[config.mk]
export PLATFORM = sky130hd
export DESIGN_NAME = hazard_scoreboard
export DESIGN_NICKNAME = d
export VERILOG_FILES = /design/src/rtl/hazard_scoreboard.sv
export SDC_FILE = /design/constraint.sdc
export NUM_CORES = 1
export LEC_CHECK = 0
export CORE_AREA = 10 10 110 112
export DETAILED_ROUTE_END_ITERATION = 10
export DIE_AREA = 0 0 120 122
export GPL_TIMING_DRIVEN = 0
export PLACE_DENSITY_LB_ADDON = 0.05
export SLEW_MARGIN = 20
export SYNTH_ARGS = -nofsm -noshare
export SYNTH_HDL_FRONTEND = slang
export SYNTH_SLANG_ARGS = --single-unit
[constraint.sdc]
create_clock -name clk -period 5.9 [get_ports clk]
set_clock_uncertainty 0.05 [all_clocks]
set_input_delay 1.18 -clock clk [delete_from_list [all_inputs] [get_ports clk]]
set_output_delay 1.18 -clock clk [all_outputs]
set_load 0.005 [all_outputs]
[src/rtl/hazard_scoreboard.sv]
// -----------------------------------------------------------------------------
// hazard_scoreboard
//   Hazard unit for the pipelined MIPS core. Tracks in-flight register writes
//   across DEPTH post-decode stages (stage 1 = EX ... stage DEPTH = WB). It
//   forwards results into the ID->EX operand path and raises stall for
//   use-before-ready hazards, such as load-use or long-latency multiply.
//
//   Optional feature macro: HAZ_STATS_EN adds a saturating 32-bit stall
//   counter output (stall_cnt).
//
// Ports
//   clk, rst          clock, asynchronous active-low reset
//   adv               global pipeline advance (0 = whole pipeline frozen)
//   id_valid          instruction present in ID
//   id_a_reg/_used    source A register / instruction reads A
//   id_b_reg/_used    source B register / instruction reads B
//   id_wr_en/_reg     instruction writes back / destination register
//   id_ready_stg      first stage whose output holds the result
//   rf_a, rf_b        register file read data
//   stg_data          result of stage k in bits [k*DATA_W-1 -: DATA_W]
//   a_out, b_out      resolved operands to A_EX/B_EX
//   a_sel, b_sel      0 = register file, k = forwarded from stage k
//   stall             hold PC and ID, insert a bubble into EX
//   stall_cnt         (HAZ_STATS_EN only) count of cycles with stall && adv
// -----------------------------------------------------------------------------
module hazard_scoreboard #(
    parameter int DATA_W = 32,
    parameter int REG_W  = 5,
    parameter int DEPTH  = 3,
    parameter int SEL_W  = $clog2(DEPTH + 1)
) (
    input  logic                    clk,
    input  logic                    rst,
    input  logic                    adv,
    input  logic                    id_valid,
    input  logic [REG_W-1:0]        id_a_reg,
    input  logic                    id_a_used,
    input  logic [REG_W-1:0]        id_b_reg,
    input  logic                    id_b_used,
    input  logic                    id_wr_en,
    input  logic [REG_W-1:0]        id_wr_reg,
    input  logic [SEL_W-1:0]        id_ready_stg,
    input  logic [DATA_W-1:0]       rf_a,
    input  logic [DATA_W-1:0]       rf_b,
    input  logic [DEPTH*DATA_W-1:0] stg_data,
    output logic [DATA_W-1:0]       a_out,
    output logic [DATA_W-1:0]       b_out,
    output logic [SEL_W-1:0]        a_sel,
    output logic [SEL_W-1:0]        b_sel,
    output logic                    stall
`ifdef HAZ_STATS_EN
    ,
    output logic [31:0]             stall_cnt
`endif
);

    typedef struct packed {
        logic             vld;
        logic [REG_W-1:0] dst;
        logic [SEL_W-1:0] rdy;
    } entry_t;

    typedef struct packed {
        logic [SEL_W-1:0]  sel;
        logic              haz;
        logic [DATA_W-1:0] data;
    } resolve_t;

    // ent[k] describes the instruction currently in stage k.
    entry_t ent [1:DEPTH];

    logic [SEL_W-1:0] rdy_in;
    resolve_t         res_a;
    resolve_t         res_b;

    // Scan from oldest to youngest so the lowest matching stage wins.
    function automatic resolve_t resolve(input logic [REG_W-1:0]  src,
                                         input logic              used,
                                         input logic [DATA_W-1:0] rf);
        resolve_t r;
        r.sel  = '0;
        r.haz  = 1'b0;
        r.data = rf;
        if (used && src != '0) begin
            for (int k = DEPTH; k >= 1; k--) begin
                if (ent[k].vld && ent[k].dst == src) begin
                    if (ent[k].rdy <= SEL_W'(k)) begin
                        r.sel  = SEL_W'(k);
                        r.haz  = 1'b0;
                        r.data = stg_data[k*DATA_W-1 -: DATA_W];
                    end else begin
                        r.sel  = '0;
                        r.haz  = 1'b1;
                        r.data = rf;
                    end
                end
            end
        end
        return r;
    endfunction

    // Ready stage 0 means "ALU result"; anything past WB is clamped to WB.
    always_comb begin
        rdy_in = id_ready_stg;
        if (id_ready_stg == '0)
            rdy_in = SEL_W'(1);
        else if (int'(id_ready_stg) > DEPTH)
            rdy_in = SEL_W'(DEPTH);
    end

    always_comb begin
        res_a = resolve(id_a_reg, id_a_used, rf_a);
        res_b = resolve(id_b_reg, id_b_used, rf_b);
        a_sel = res_a.sel;
        a_out = res_a.data;
        b_sel = res_b.sel;
        b_out = res_b.data;
        stall = id_valid && (res_a.haz || res_b.haz);
    end

    // NOTE: sequential state uses non-blocking assignments so that the shift
    // reads the pre-edge value of ent[k-1], not the value just written.
    always_ff @(posedge clk or negedge rst) begin
        if (!rst) begin
            for (int k = 1; k <= DEPTH; k++)
                ent[k] <= '0;
        end else if (adv) begin
            ent[1] <= '{vld: id_valid && id_wr_en && !stall,
                        dst: id_wr_reg,
                        rdy: rdy_in};
            for (int k = 2; k <= DEPTH; k++)
                ent[k] <= ent[k-1];
        end
    end

`ifdef HAZ_STATS_EN
    always_ff @(posedge clk or negedge rst) begin
        if (!rst)
            stall_cnt <= '0;
        else if (stall && adv && stall_cnt != 32'hFFFF_FFFF)
            stall_cnt <= stall_cnt + 32'd1;
    end
`endif

endmodule

Word level (Yosys, flattened, before mapping)
Index checks and enable logic that the tools add are counted.
Operators by class
  muxes and demuxes: 15
  equal/unequal tests: 6
  $lt $le $gt $ge: 3
  reductions and logical operators: 16
Operators with widths (number)
  two-way mux 35 bit: 12
  two-way mux 34 bit: 2
  == test 5 bit: 6
  logical AND 1 bit: 11
  nonzero test 5 bit: 2
  less-or-equal comparator 2 bit (second input constant): 2
  less-or-equal comparator 2 x 1 -> 1 bit (second input constant): 1
  logical NOT 2 bit: 1
  two-way mux 2 bit: 1
  logical NOT 1 bit: 1
  logical OR 1 bit: 1
Storage, ports and cells
  output and inout bits: 69
  input bits: 184
  bits in registers: 24

Logic depth before layout (Yosys ltp)
Gate-level depths: netlist (run 1).
  depth after elaboration: 10
  depth in mapped cells: 8

Worst setup path before layout (run 1)
Ideal clock, no wire load.
  path kind: input port to output port
  start: input id_b_reg[4]
  end: output b_out[31]
  path buffers: 2
  stages: 7
  arrival: 2.690 ns
  slack: 1.980 ns
  path through: or4_1 -> o21ai_2 -> or3_1 -> buf_2 -> buf_4 -> o22ai_1 -> a221oi_1
Between the ends
  word-level cells in the longest chain between the ends: 6
  elaborated cells on any way between the ends: 12
  classes of those cells: eq/ne: 3; mux: 4; reduce/logical: 5
Ends and longest elaborated chain
  from (decl): RTL line 38  | input logic [REG_W-1:0] id_b_reg,
  == test 5 bit: RTL line 86  | if (ent[k].vld && ent[k].dst == src) begin
  logical AND 1 bit: RTL line 86
  two-way mux 35 bit (3 in a row): RTL line 86
  two-way mux 35 bit (*): RTL line 84  | if (used && src != '0) begin
  to (decl): RTL line 47  | output logic [DATA_W-1:0] b_out,
Mark *: on every way between the ends. The rest lies on a longest branch, timed or not.

Worst setup path after layout (run 1)
  start: input id_a_reg[0]
  end: output a_out[9]
Between the ends
  word-level cells in the longest chain between the ends: 6
  elaborated cells on any way between the ends: 12
  classes of those cells: eq/ne: 3; mux: 4; reduce/logical: 5
Ends and longest elaborated chain
  from (decl): RTL line 36  | input logic [REG_W-1:0] id_a_reg,
  == test 5 bit: RTL line 86
  logical AND 1 bit: RTL line 86
  two-way mux 35 bit (3 in a row): RTL line 86
  two-way mux 35 bit (*): RTL line 84
  to (decl): RTL line 46  | output logic [DATA_W-1:0] a_out,
Marked as above.

==> implementation parameters, run 1 <==
Parameter                              Value

Detailed routing
  ANT nets after route ... 0
  Detailed-route vias per instance ... 5.393
  Average wire length per cell after detail routing ... 22.80 um
  Final WL ... 17,830 um
  Detailed-routing iteration count for the pre-antenna-repair pass ... 4
  Drt initial violations ... 311
  Total via count after detailed routing ... 4,217
  Post-detailed-route DRC marker count ... 0

Timing
  Final count of pins violating max slew ... 0
  Actual slew at the worst max-slew pin ... 0.6111 ns
  Sum of negative setup slack ... 0 ns
  Final period util ... 0.9173
  Number of endpoints failing setup at the final stage ... 0
  Setup slack of the critical path after layout ... 0.4878 ns
  Post-layout minimum cycle time ... 5.412 ns
  Fmax ... 184.8 MHz
  Unrepaired setup endpoints after global routing ... no
  Worst max-slew margin expressed relative to the limit ... 0.5926
  Number of endpoints with negative hold slack in the final report ... 0

Final layout
  Number of flip-flops in the largest register ... 22
  Count of filler cells inserted in the layout ... 923
  Area of all placed cells without fillers ... 6126 sq um
  Area used by multi-input combinational logic ... 2432 sq um
  Fraction of final layout cells with drive strength greater than 1 ... 0.1811
  Biggest regs ... ent (22)
  Sequential cell area ... 550.5 sq um
  Final layout net count ... 832
  Area growth from synthesis to layout ... 79.80%
  Count of placed standard cells in the final layout, fillers left out ... 782
  Register with the highest flop count ... ent
  Final antenna diode count ... 0

Yosys
  Distinct cell type count after synthesis ... 43
  Average size of a mapped cell ... 8.691 sq um
  Synth Net Count ... 576
  Cells after Synth ... 392
  Number of warnings printed during yosys synthesis ... 0
  Netlist Area Pre-Place ... 3407 sq um
  Sequential area share after synthesis ... 0.1616
  Fraction of synthesis flops using an asynchronous set or reset pin ... 1.000
  Number of synthesized flops with an enable pin ... 0
  Seq cells post-synth ... 22
  Most used DFF post-synth ... dfrtp_1

Clocking
  Max Buffers Root-to-Sink ... 2
  Clock root buffer master ... clkbuf_8
  Number of post-CTS setup repair buffers ... 0
  Number of hold buffers added after cts ... 0
  Clock transition at the register clock pins on the worst setup and hold paths after CTS ... 0.07 ns
  Number of gates resized after cts ... 0
  Skew-Pair Late Insertion Delay ... 0.26 ns
  CTS H-tree depth ... 1
  Clock buffers created by TritonCTS ... 3
  CTS sink cnt ... 22
  TritonCTS clock tree ... yes

Power and ir drop
  Maximum vdd drop ... 0.1112 mV
  Total power of the final layout ... 694.6 uW
  Power per cell area ... 113.4 nW/um^2
  Static leakage ... 2.353 nW

Global routing
  Via count of the first global-routing pass ... 4,383
  Total global routing track utilization ... 0.2288
  Wire length of the first global-routing pass ... 26,720 um
  Overall overflow remaining after global route ... 0
  Antenna violations before repair ... 0
  Pin count of the biggest net entering global routing ... 23

Worst setup path
  CP endpoint kind ... output pin
  Ordered list of cells on the worst path ... clkdlybuf4s50_1 -> xnor2_1 -> nand4_1 -> nor3_4 -> or3_1 -> clkbuf_1 -> o22ai_1 -> a221oi_2 -> clkdlybuf4s50_1
  Maximum net fanout on the critical path ... 10
  Cell class contributing the biggest share of worst-path delay ... buffers and inverters
  Critical Path Start Type ... input pin
  Required time at the worst-slack endpoint ... 4.67 ns
  Cell with the most instances on the worst path ... clkdlybuf4s50_1
  Max stage delay on crit path ... 0.64 ns
  Count of buffer and inverter cells on the critical path ... 3
  Library cell contributing the largest single delay on the critical path ... clkdlybuf4s50_1
  Data arrival at the endpoint of the critical path ... 4.18 ns
  Startpoint-to-endpoint class of the critical path ... input pin to output pin

Floorplanning
  Die area ... 14,640 sq um
  Initial Utilization ... 0.3391
  Overall die height ... 122 um
  Cell row count ... 37
  Die boundary width ... 120 um
  Core Footprint ... 10,050 sq um
  Top-Level Pins ... 253

Place
  Area post-placement ... 6090 sq um
  HPWL reported at the end of detailed placement ... 14,830 um
  Number of port buffers ... 251
  Pre-CTS setup slack ... 0.5206 ns
  Placed Cells ... 779
  Weighted congestion at the end of routability-driven global placement ... 0.8714

Job
  Number of max-cap violations ... 0

Outcome
  Run status ... finished clean

Worst hold path
  Type of the most critical hold path ... flop to flop
-- logic make-up (layout without fill, tap and decap cells) --
family | count (synthesis) | count (layout) | synth area share
and+or+nand+nor | 78 | 78 | 0.1385
DFF | 22 | 22 | 0.1616
muxes | 20 | 20 | 0.06610
AOI/OAI and AO/OA | 143 | 143 | 0.4322
xor gates and xnor gates | 30 | 30 | 0.07712
buffers and inverters | 99 | 353 | 0.1245
-- where the power goes --
part | internal [mW] | switching (mW) | total, mW
clock | 0.0456 | 0.0458 | 0.0914
sequential | 0.171 | 0.0268 | 0.198
combinational | 0.251 | 0.154 | 0.405
-- synthesized netlist by cell type, types with 2 or more instances --
library cell / count / share of area
a21oi_1: 3 / 0.0044
a221oi_1: 4 / 0.010
a221oi_2: 60 / 0.26
a31oi_1: 2 / 0.0037
and3_1: 3 / 0.0055
and4_1: 2 / 0.0051
buf_2: 15 / 0.022
buf_4: 3 / 0.0066
buf_6: 3 / 0.0099
clkbuf_1: 10 / 0.011
dfrtp_1: 22 / 0.16
inv_1: 67 / 0.074
mux2_2: 20 / 0.066
nand2_1: 8 / 0.0088
nand3_1: 5 / 0.0073
nand4_1: 4 / 0.0073
nor2_1: 10 / 0.011
nor2b_1: 32 / 0.059
nor3_2: 2 / 0.0059
nor4_1: 2 / 0.0037
o21ai_0: 2 / 0.0029
o22ai_1: 58 / 0.11
o32ai_1: 6 / 0.015
or3_1: 2 / 0.0037
xnor2_1: 14 / 0.036
xor2_1: 16 / 0.041
-- metal layers --
layer	vias up	part of all wire	wire (um)	GRT usage
met3	13	0.078	1390	0.04672
li1	2015	-	-	-
met4	0	0.012	214	0.03771
met1	2014	0.39	6899	0.2785
met2	175	0.52	9328	0.4123
met5	-	0	0	0
-- final timing paths --
path                            cells after the start         from  slack (ns)        to
worst max-delay path                                9  id_a_reg[0]        0.49  a_out[9]
worst min-delay path                                1       ent[9]        0.46    ent[9]
worst max register to register                      5      ent[21]        4.09   ent[23]
worst min register to register                      1       ent[9]        0.46    ent[9]
max in group asynchronous                           1          rst        4.64   ent[12]
min in group asynchronous                           1          rst        0.82   ent[20]
-- cell type report --
cell class / count / share of cell area
Tap cell: 136 / 0.02778
Timing Repair Buffer: 251 / 0.4093
Clock buffer: 3 / 0.006740
Multi-Input combinational cell: 271 / 0.3971
Inverter: 68 / 0.04167
Buffer: 31 / 0.02757
Sequential cell: 22 / 0.08987
-- layout by cell type (no fill, tap or decap), types with 2 or more instances in the layout --
master	count
a221oi_2	60
a21oi_1	3
o21ai_0	2
o32ai_1	6
or3_1	2
a221oi_1	4
nor2_1	10
nor3_2	2
nor2b_1	32
nand3_1	5
buf_2	16
buf_4	3
clkbuf_1	10
nor4_1	2
buf_6	3
and4_1	2
nand2_1	8
clkbuf_8	3
mux2_2	20
a31oi_1	2
dfrtp_1	22
inv_1	67
o22ai_1	58
xor2_1	16
clkdlybuf4s50_1	250
and3_1	3
nand4_1	4
xnor2_1	14
-- per-stage QoR --
stage            util  hold WS (ns)
5_1_grt        0.6098        0.4911
3_5_place_dp   0.6062        0.4464
2_1_floorplan       -        0.4302
6_report       0.6098        0.4598
4_1_cts        0.6103        0.4635
3_3_place_gp   0.6062        0.4405
Note: power is estimated with default switching activity, not from simulation.
==> run 2: changes to the inputs <==
--- a/config.mk
+++ b/config.mk
@@ -5,12 +5,11 @@
 export SDC_FILE = /design/constraint.sdc
 export NUM_CORES = 1
 export LEC_CHECK = 0
-export CORE_AREA = 10 10 110 112
+export CORE_AREA = 3 3 103 105
 export DETAILED_ROUTE_END_ITERATION = 10
-export DIE_AREA = 0 0 120 122
+export DIE_AREA = 0 0 106 108
 export GPL_TIMING_DRIVEN = 0
 export PLACE_DENSITY_LB_ADDON = 0.05
-export SLEW_MARGIN = 20
 export SYNTH_ARGS = -nofsm -noshare
 export SYNTH_HDL_FRONTEND = slang
 export SYNTH_SLANG_ARGS = --single-unit
==> implementation parameters, run 2 (synthesis results as in run 1) <==
Parameter                              Value

Final layout
  Area of all placed cells without fillers ... 6141 sq um
  Area growth from synthesis to layout ... 80.24%
  Count of filler cells inserted in the layout ... 873
  Sequential cell area ... 550.5 sq um
  Number of flip-flops in the largest register ... 22
  Most frequent cells in the layout ... clkdlybuf4s50_1 (251), inv_1 (67), a221oi_2 (60), o22ai_1 (58), nor2b_1 (32)
  Final layout net count ... 832
  Leading cell type in the layout, fill and taps excluded ... clkdlybuf4s50_1
  Final antenna diode count ... 0
  Area used by multi-input combinational logic ... 2432 sq um
  Fraction of final layout cells with drive strength greater than 1 ... 0.1808
  Fin util ... 0.6312
  Count of placed standard cells in the final layout, fillers left out ... 780
  Register with the highest flop count ... ent
  Biggest regs ... ent (22)

Timing
  WHS ... 0.4612 ns
  Setup slack of the critical path after layout ... 0.4946 ns
  Unrepaired setup endpoints after global routing ... no
  Number of endpoints with negative hold slack in the final report ... 0
  Final count of pins violating max slew ... 0
  Actual slew at the worst max-slew pin ... 0.9516 ns
  Worst max-slew margin expressed relative to the limit ... 0.3636
  Sum of negative setup slack ... 0 ns
  Number of endpoints failing setup at the final stage ... 0
  Final period util ... 0.9162
  Post-layout minimum cycle time ... 5.405 ns
  Fmax ... 185.0 MHz

Power and ir drop
  Internal ... 482.5 uW
  Sw Pwr ... 226.1 uW
  Sequential cell fraction of total power ... 0.280
  Maximum vdd drop ... 0.09872 mV
  Total power of the final layout ... 708.6 uW
  Static leakage ... 2.360 nW
  Proportion of power drawn by the clock network ... 0.150
  Net switching fraction of the power ... 0.3191
  Power per cell area ... 115.4 nW/um^2
  Comb pwr share ... 0.570

Clocking
  Max Buffers Root-to-Sink ... 2
  Skew-Pair Late Insertion Delay ... 0.26 ns
  Clock buffers created by TritonCTS ... 3
  Number of post-CTS setup repair buffers ... 0
  Clock transition at the register clock pins on the worst setup and hold paths after CTS ... 0.07 ns
  Number of hold buffers added after cts ... 0
  Clock root buffer master ... clkbuf_8
  CTS sink cnt ... 22
  TritonCTS clock tree ... yes
  CTS H-tree depth ... 1
  Number of gates resized after cts ... 0

Place
  Placed Cells ... 776
  Weighted congestion at the end of routability-driven global placement ... 0.8732
  Number of port buffers ... 251
  Pre-CTS setup slack ... 0.4651 ns
  Area post-placement ... 6086 sq um
  HPWL reported at the end of detailed placement ... 13,040 um

Job
  Number of max-cap violations ... 0

Worst setup path
  Slack of the worst reg-to-reg path ... 4.08 ns
  Count of buffer and inverter cells on the critical path ... 3
  Library cell contributing the largest single delay on the critical path ... clkdlybuf4s50_1
  Critical Path Start Type ... input pin
  Max stage delay on crit path ... 0.64 ns
  Required time at the worst-slack endpoint ... 4.67 ns
  Data arrival at the endpoint of the critical path ... 4.18 ns
  Cell with the most instances on the worst path ... clkdlybuf4s50_1
  Cell class contributing the biggest share of worst-path delay ... buffers and inverters
  Register-to-Register Path Depth ... 5
  CP endpoint kind ... output pin
  Maximum net fanout on the critical path ... 10
  Ordered list of cells on the worst path ... clkdlybuf4s50_1 -> xnor2_1 -> nand4_1 -> nor3_4 -> or3_1 -> clkbuf_1 -> o22ai_1 -> a221oi_2 -> clkdlybuf4s50_1
  Startpoint-to-endpoint class of the critical path ... input pin to output pin
  R2r startpoint ... ent[21]
  Critical Path Source ... id_a_reg[0]
  Crit Reg-Reg Endpoint ... ent[23]

Global routing
  Total global routing track utilization ... 0.2593
  Overall overflow remaining after global route ... 0
  Via count of the first global-routing pass ... 4,103
  Pin count of the biggest net entering global routing ... 23
  Antenna violations before repair ... 0
  Wire length of the first global-routing pass ... 23,540 um

Detailed routing
  Final WL ... 15,910 um
  ANT nets after route ... 0
  Average wire length per cell after detail routing ... 20.40 um
  Top layer reached by signal wires ... met4
  Drt initial violations ... 260
  Met2 Routed Length ... 8058 um
  Post-detailed-route DRC marker count ... 0
  Detailed-route vias per instance ... 5.405
  Detailed-routing iteration count for the pre-antenna-repair pass ... 4
  Routed length on met1 ... 6234 um
  Length of routed met3 wiring ... 1166 um
  Total via count after detailed routing ... 4,216

Floorplanning
  Top-Level Pins ... 253
  Overall die height ... 108 um
  Initial Utilization ... 0.3502
  Core Footprint ... 9729 sq um
  Die boundary width ... 106 um
  Cell row count ... 36
  Die area ... 11,450 sq um

Outcome
  Run status ... finished clean

Worst hold path
  WHS Path Cells ... 1
  Start point of the worst min-delay path ... ent[16]
  Type of the most critical hold path ... flop to flop
  Worst hold endpoint ... ent[8]
==> run 2: cell count changes in the layout (fill, tap and decap cells not counted) <==
cell             delta
buf_2               -1
clkbuf_8            +1
clkdlybuf4s50_1     +1
==> run 2: worst max path at each step <==
| stage | cells past startpoint | slack [ns] | to |
|---|---|---|---|
| floorplan | 7 | 1.98 | b_out[31] |
| global placement | 10 | 0.50 | a_out[22] |
| detailed placement | 8 | 0.47 | a_out[12] |
| CTS | 10 | 0.50 | a_out[22] |
| global route | 9 | 0.32 | a_out[12] |
| finish | 9 | 0.49 | a_out[12] |
==> run 2: per-layer routing <==
layer,GRT usage,up-vias
met4,0.06938,0
met2,0.4599,163
met5,0,-
met1,0.3202,2014
met3,0.05433,27
li1,-,2012
==> run 2: final cells by class <==
type                       count  area share
multi-input combinational    271      0.3961
sequential                    22     0.08965
tap                          133     0.02710
buffer                        31     0.02751
clock buffer                   4    0.008965
timing repair buffer         251      0.4091
inverter                      68     0.04156
==> run 2: worst reg2reg max path, cell delays in order (launching register included) <==
cell	delay (ns)
dfrtp_1	0.43
xnor2_1	0.19
nand4_1	0.17
nor3_4	0.43
a32oi_1	0.16
a32o_1	0.28
==> run 2: power by group through the flow <==
stage	combinational, mW	clock [mW]	sequential (mW)
after CTS	0.406	0.111	0.198
after global placement	0.398	0	0.200
after detailed placement	0.404	0	0.201
final	0.404	0.106	0.198
after global routing	0.433	0.115	0.202
after floorplan	0.176	0	0.193
